==> config.mk <==
export PLATFORM = sky130hd
export DESIGN_NAME = sap_ext_mem_bridge
export DESIGN_NICKNAME = d
export VERILOG_FILES = /design/src/rtl/sap3_mem_pkg.sv /design/src/rtl/sap_bus_timer.sv /design/src/rtl/sap_ext_mem_bridge.sv
export SDC_FILE = /design/constraint.sdc
export NUM_CORES = 1
export LEC_CHECK = 0
export ABC_CLOCK_PERIOD_IN_PS = 3300
export CORE_MARGIN = 5
export CORE_UTILIZATION = 37
export CTS_BUF_LIST = sky130_fd_sc_hd__clkbuf_4
export DETAILED_ROUTE_END_ITERATION = 10
export PLACE_DENSITY_LB_ADDON = 0.15
export SLEW_MARGIN = 20
export SYNTH_ARGS = -nofsm -noshare
export SYNTH_HDL_FRONTEND = slang
export SYNTH_SLANG_ARGS = --single-unit
==> constraint.sdc <==
create_clock -name CLK -period 3.3 [get_ports CLK]
set_input_delay 0.66 -clock CLK [delete_from_list [all_inputs] [get_ports CLK]]
set_output_delay 0.66 -clock CLK [all_outputs]
set_load 0.02 [all_outputs]
==> src/rtl/sap3_mem_pkg.sv <==
// Shared types and constants for the SAP-3 external memory bridge.
package sap3_mem_pkg;

  typedef enum logic [2:0] {
    IDLE,
    ADDR_HI,
    ADDR_LO,
    WR,
    RD,
    DONE
  } state_t;

  localparam logic [7:0] OE_DRIVE          = 8'hFF;
  localparam logic [7:0] OE_FLOAT          = 8'h00;
  localparam logic [7:0] READ_TIMEOUT_DATA = 8'hFF;

endpackage

==> src/rtl/sap_bus_timer.sv <==
// Data-phase watchdog: counts cycles spent waiting for the external ack.
// tc is high during the cycle whose increment would reach TIMEOUT, so a
// data phase lasts at most TIMEOUT cycles before it is abandoned.
module sap_bus_timer #(
  parameter int TIMEOUT = 15
) (
  input  logic clk,
  input  logic rst,
  input  logic clr,
  input  logic en,
  output logic tc
);

  logic [7:0] count;

  // Cycle counter, cleared on entry to a data phase.
  // NOTE: registers use non-blocking assignments so every flop samples
  // pre-edge values regardless of block evaluation order.
  always_ff @(posedge clk or posedge rst) begin
    if (rst) begin
      count <= '0;
    end else if (clr) begin
      count <= '0;
    end else if (en) begin
      count <= count + 8'd1;
    end
  end

  assign tc = en && (count == 8'(TIMEOUT - 1));

endmodule

==> src/rtl/sap_ext_mem_bridge.sv <==
// Bridges the SAP-3 core memory strobes to a byte-wide external SRAM over a
// multiplexed 8-bit pin bus: high address, low address, then a data phase
// with ack handshake and timeout. The high address byte is skipped when it
// matches the last one sent since reset.
module sap_ext_mem_bridge
  import sap3_mem_pkg::*;
#(
  parameter int ADDR_W  = 16,
  parameter int TIMEOUT = 15
) (
  input  logic              CLK,
  input  logic              rst,
  input  logic [ADDR_W-1:0] bus_in,
  input  logic              mar_we,
  input  logic              ram_we,
  input  logic              rd_req,
  input  logic              clr_err,
  output logic [7:0]        mem_data,
  output logic              mem_ready,
  output logic              busy,
  output logic              err,
  output logic [7:0]        ext_out,
  output logic [7:0]        ext_oe,
  input  logic [7:0]        ext_in,
  output logic              ext_ale_hi,
  output logic              ext_ale_lo,
  output logic              ext_wr,
  output logic              ext_rd,
  input  logic              ext_ack
);

  localparam int HI_LSB = ADDR_W - 8;

  state_t            state;
  logic [ADDR_W-1:0] mar;
  logic [ADDR_W-1:0] txn_addr;
  logic [ADDR_W-1:0] fwd_addr;
  logic [7:0]        wdata;
  logic [7:0]        last_hi;
  logic              hi_valid;
  logic              is_write;
  logic              in_data;
  logic              timer_tc;
  logic              timeout_hit;

  // A request accepted in the same cycle as a MAR load uses the new address.
  assign fwd_addr    = mar_we ? bus_in : mar;
  assign in_data     = (state == WR) || (state == RD);
  // Ack wins over a coincident timeout.
  assign timeout_hit = in_data && timer_tc && !ext_ack;

  sap_bus_timer #(
    .TIMEOUT(TIMEOUT)
  ) u_timer (
    .clk(CLK),
    .rst(rst),
    .clr(state == ADDR_LO),
    .en (in_data),
    .tc (timer_tc)
  );

  // MAR loads whenever the core strobes it, independent of bridge state.
  // NOTE: the asynchronous reset is in the sensitivity list so pins and
  // state drop the moment rst rises, not at the next clock edge.
  always_ff @(posedge CLK or posedge rst) begin
    if (rst) begin
      mar <= '0;
    end else if (mar_we) begin
      mar <= bus_in;
    end
  end

  // Sticky timeout flag; a same-cycle timeout beats clr_err.
  always_ff @(posedge CLK or posedge rst) begin
    if (rst) begin
      err <= 1'b0;
    end else if (timeout_hit) begin
      err <= 1'b1;
    end else if (clr_err) begin
      err <= 1'b0;
    end
  end

  // Transaction FSM; all pin and core-side outputs are registered here.
  always_ff @(posedge CLK or posedge rst) begin
    if (rst) begin
      state      <= IDLE;
      txn_addr   <= '0;
      wdata      <= '0;
      last_hi    <= '0;
      hi_valid   <= 1'b0;
      is_write   <= 1'b0;
      mem_data   <= 8'h00;
      mem_ready  <= 1'b0;
      busy       <= 1'b0;
      ext_out    <= '0;
      ext_oe     <= OE_FLOAT;
      ext_ale_hi <= 1'b0;
      ext_ale_lo <= 1'b0;
      ext_wr     <= 1'b0;
      ext_rd     <= 1'b0;
    end else begin
      // NOTE: mem_ready defaults low every cycle so it is a single-cycle
      // pulse; only the edge entering DONE raises it.
      mem_ready <= 1'b0;
      unique case (state)
        IDLE: begin
          if (ram_we || rd_req) begin
            txn_addr <= fwd_addr;
            wdata    <= bus_in[7:0];
            is_write <= ram_we;
            busy     <= 1'b1;
            ext_oe   <= OE_DRIVE;
            if (hi_valid && (fwd_addr[ADDR_W-1:HI_LSB] == last_hi)) begin
              state      <= ADDR_LO;
              ext_out    <= fwd_addr[7:0];
              ext_ale_lo <= 1'b1;
            end else begin
              state      <= ADDR_HI;
              ext_out    <= fwd_addr[ADDR_W-1:HI_LSB];
              ext_ale_hi <= 1'b1;
              last_hi    <= fwd_addr[ADDR_W-1:HI_LSB];
              hi_valid   <= 1'b1;
            end
          end
        end
        ADDR_HI: begin
          state      <= ADDR_LO;
          ext_out    <= txn_addr[7:0];
          ext_ale_hi <= 1'b0;
          ext_ale_lo <= 1'b1;
        end
        ADDR_LO: begin
          ext_ale_lo <= 1'b0;
          if (is_write) begin
            state   <= WR;
            ext_out <= wdata;
            ext_wr  <= 1'b1;
          end else begin
            state  <= RD;
            ext_oe <= OE_FLOAT;
            ext_rd <= 1'b1;
          end
        end
        WR, RD: begin
          if (ext_ack || timer_tc) begin
            state     <= DONE;
            mem_ready <= 1'b1;
            ext_oe    <= OE_FLOAT;
            ext_wr    <= 1'b0;
            ext_rd    <= 1'b0;
            if (state == RD) begin
              mem_data <= ext_ack ? ext_in : READ_TIMEOUT_DATA;
            end
          end
        end
        DONE: begin
          state <= IDLE;
          busy  <= 1'b0;
        end
        default: begin
          state <= IDLE;
          busy  <= 1'b0;
        end
      endcase
    end
  end

endmodule

==> results.toml <==
[setup_path]
crit_fanout = 8
start_kind = "input pin"
max_stage_delay_ns = 0.73
endpoint_kind = "flip-flop"
critical_path_class = "input pin to flip-flop"
cp_cell_sequence = "clkdlybuf4s50_1 -> mux2_4 -> xor2_1 -> or4_1 -> nor3_1 -> o32ai_1"
cp_data_required_time_ns = 3.60
crit_slowest_cell = "or4_1"
critical_path_arrival_ns = 3.02

[layout]
final_cell_area_mm2 = 0.004410
nets = 428
antennaDiodeCount = 0
drive_above_1_share_pct = 12.25
multi_input_area_mm2 = 0.001416
stdcell_count = 529
area_delta_synth_final_pct = 26.30
postLayoutCoreUtil_pct = 47.73
fillers = 888
seq_area_mm2 = 0.001927

[clocking]
cts_tree = "built"
insertion_delay_ns = 0.42
htree_levels = 3
cts_inserted_buffers = 9
cts_repair_resize_count = 0
cts_root_buf = "clkbuf_4"
clockBufferDepth = 2
cts_setup_buffers = 0
cts.clk_slew.worst_paths_ns = 0.12
hold_buffers = 0
numClockSinks = 77

[synth]
ys_ff_latch = 77
yosysWarnings = 0
synth_edf_count = 0
synth-seq-area-share_pct = 55.18
synth_area_mm2 = 0.003492
async_reset_ff_share_pct = 100.0
yosys_most_used_dff = "dfrtp_1"
synthesis.instances = 335
syn-num-nets = 368
ys_types = 47
syn_area_per_cell_um2 = 10.42

[run_status]
status = "finished clean"

[place]
placedInstanceArea_mm2 = 0.004229
hpwl_um = 5642
routabilityCongestion = 0.7239
dpl.cell_count = 513
dp_slack_ns = 0.1737
port_buffers = 61

[die]
fp.dieArea_mm2 = 0.01148
initial_core_util_pct = 37.79
rows = 35
die_h_um = 107.2
ioPinCount = 62
core_area_mm2 = 0.009240
die_x_um = 107.2

[routing]
routed-wl-met3_um = 469
drt_wl_total_um = 8304
m1WireLength_um = 3722
wl_per_cell_um = 15.70
vias = 2613
drc = 0
dr.pass1.iters = 4
highest-signal-layer = "met4"
drt-initial-drc-count = 84
wl_met2_um = 3995
ant_nets = 0
vias_per_cell = 4.940

[timing]
finalMaxSlewViolations = 0
fin_crit_sh_pct = 82.39
skew_ns = 0.01390
relSlewSlack_pct = 61.53
rsz0062_at_grt = "false"
layout_setup_ws_ns = 0.5811
hold_viol = 0
worst_pin_slew_ns = 0.5758
period_needed_ns = 2.719
max_freq_ghz = 0.3678
setup_violations = 0
setup_tns_ns = 0

[run]
drv_cap = 0

[global_route]
grt-ovfl-total = 0
grt_usage_pct = 15.39
grt_max_degree = 53
antenna_found_initial = 0
grt_pass1_wl_um = 13930
grt_pass1_vias = 2748

[power_and_ir_drop]
p_leak_nw = 1.914
cellPowerDensity_mw_per_mm2 = 948.2
peakVddDrop_uv = 422.3

[worst_hold_path]
hold_path.class = "flip-flop to flip-flop"
## metrics by stage
stage | hold WS [ns] | power [mW]
final | 0.4888 | 4.182
after global routing | 0.5159 | 4.493
after floorplan | 0.4457 | 2.792
after detailed placement | 0.4659 | 3.500
after CTS | 0.4941 | 4.243
after global placement | 0.4598 | 3.460
## cell usage after synthesis (2+ instances only)
cell | count | share of area (%)
buf_4 | 7 | 1.5
nor2_1 | 24 | 2.6
inv_1 | 5 | 0.54
a221oi_1 | 8 | 2.0
mux2_4 | 3 | 1.3
o32ai_1 | 8 | 2.0
clkbuf_1 | 11 | 1.2
nand2_1 | 71 | 7.6
or2_2 | 2 | 0.36
nor2b_1 | 2 | 0.36
a21oi_1 | 15 | 2.1
o22a_1 | 9 | 2.3
ha_1 | 2 | 0.72
nand3_1 | 4 | 0.57
dfrtp_1 | 77 | 55
mux2_1 | 2 | 0.64
nand2b_1 | 5 | 0.90
xnor2_1 | 5 | 1.3
nand4_1 | 3 | 0.54
buf_6 | 2 | 0.64
buf_2 | 2 | 0.29
o21a_1 | 2 | 0.43
nand3b_1 | 2 | 0.43
nor3_1 | 10 | 1.4
mux2i_1 | 2 | 0.57
mux2_2 | 12 | 3.9
xor2_1 | 10 | 2.5
o21ai_0 | 11 | 1.6
## kinds of logic after synthesis
family | synth area share, %
simple gates | 17.13
fa+ha+maj | 0.7165
xor+xnor | 3.762
mux | 6.378
buf+inv | 4.264
compound gates | 12.58
flops | 55.18
## worst max-delay path, delay by kind of cell
kind | cells | cell delay [ns]
AND/OR/NAND/NOR | 2 | 1.01
buffers and inverters | 1 | 0.69
multiplexers | 1 | 0.37
XOR/XNOR | 1 | 0.18
AO/OA/AOI/OAI | 1 | 0.11
## placed cells by master, fill, tap and decap left out, types with 3 or more instances in the layout
master,n
clkdlybuf4s50_1,61
a221oi_1,8
nand2b_1,5
o21ai_0,11
mux2_4,3
clkbuf_4,11
buf_4,10
bufinv_16,3
inv_1,4
o32ai_1,8
nand4_1,3
a21oi_1,15
dfrtp_1,77
mux2_2,12
nand3_1,4
xnor2_1,5
nand2_1,71
o22a_1,9
nor2_1,24
xor2_1,10
nor3_1,10
## final timing paths
kind                                              start                       to  slack (ns)  cells past startpoint
worst max-delay path                             mar_we   ext_out[3]$_DFFE_PP0P_        0.58                      6
min in group asynchronous                           rst   last_hi[4]$_DFFE_PP0P_        0.60                      2
max in group asynchronous                           rst     hi_valid$_DFFE_PP0P_        2.03                      3
worst min register to register  txn_addr[4]$_DFFE_PP0P_  txn_addr[4]$_DFFE_PP0P_        0.49                      2
worst min-delay path            txn_addr[4]$_DFFE_PP0P_  txn_addr[4]$_DFFE_PP0P_        0.49                      2
worst max register to register        mar[13]$_DFF_PP0_   ext_out[3]$_DFFE_PP0P_        1.21                      5
## where the power goes
group	total, mW	leakage, nW	internal, mW	switching [mW]
registers	1.57	0.927	1.29	0.275
clock network	0.731	0.0985	0.398	0.333
logic	1.88	0.888	0.852	1.03
total	4.18	1.91	2.54	1.64
## metal layers
| metal | GRT usage (%) | vias up |
|---|---|---|
| li1 | - | 1274 |
| met4 | 4.110 | 0 |
| met3 | 5.057 | 11 |
| met2 | 25.02 | 72 |
| met1 | 19.67 | 1256 |
| met5 | 0 | - |
## area by class of cell
class | count | area share [%]
tap | 129 | 3.660
multi-input combinational | 230 | 32.11
timing repair buffer | 72 | 16.00
sequential | 77 | 43.69
clock inverter | 5 | 2.241
clock buffer | 11 | 1.872
inverter | 5 | 0.4255
## state kept, by name (all words and copies together), names as in the netlist
name and flops:
busy 1, hi_valid 1, mar 16, mem_ready 1
ext_wr 1, state 3, mem_data 8, u_timer.count 8
last_hi 8, ext_out 8, ext_ale_lo 1, is_write 1
ext_oe 1, err 1, ext_ale_hi 1, txn_addr 8
ext_rd 1, wdata 8
Power figures use the tool's default switching activity.
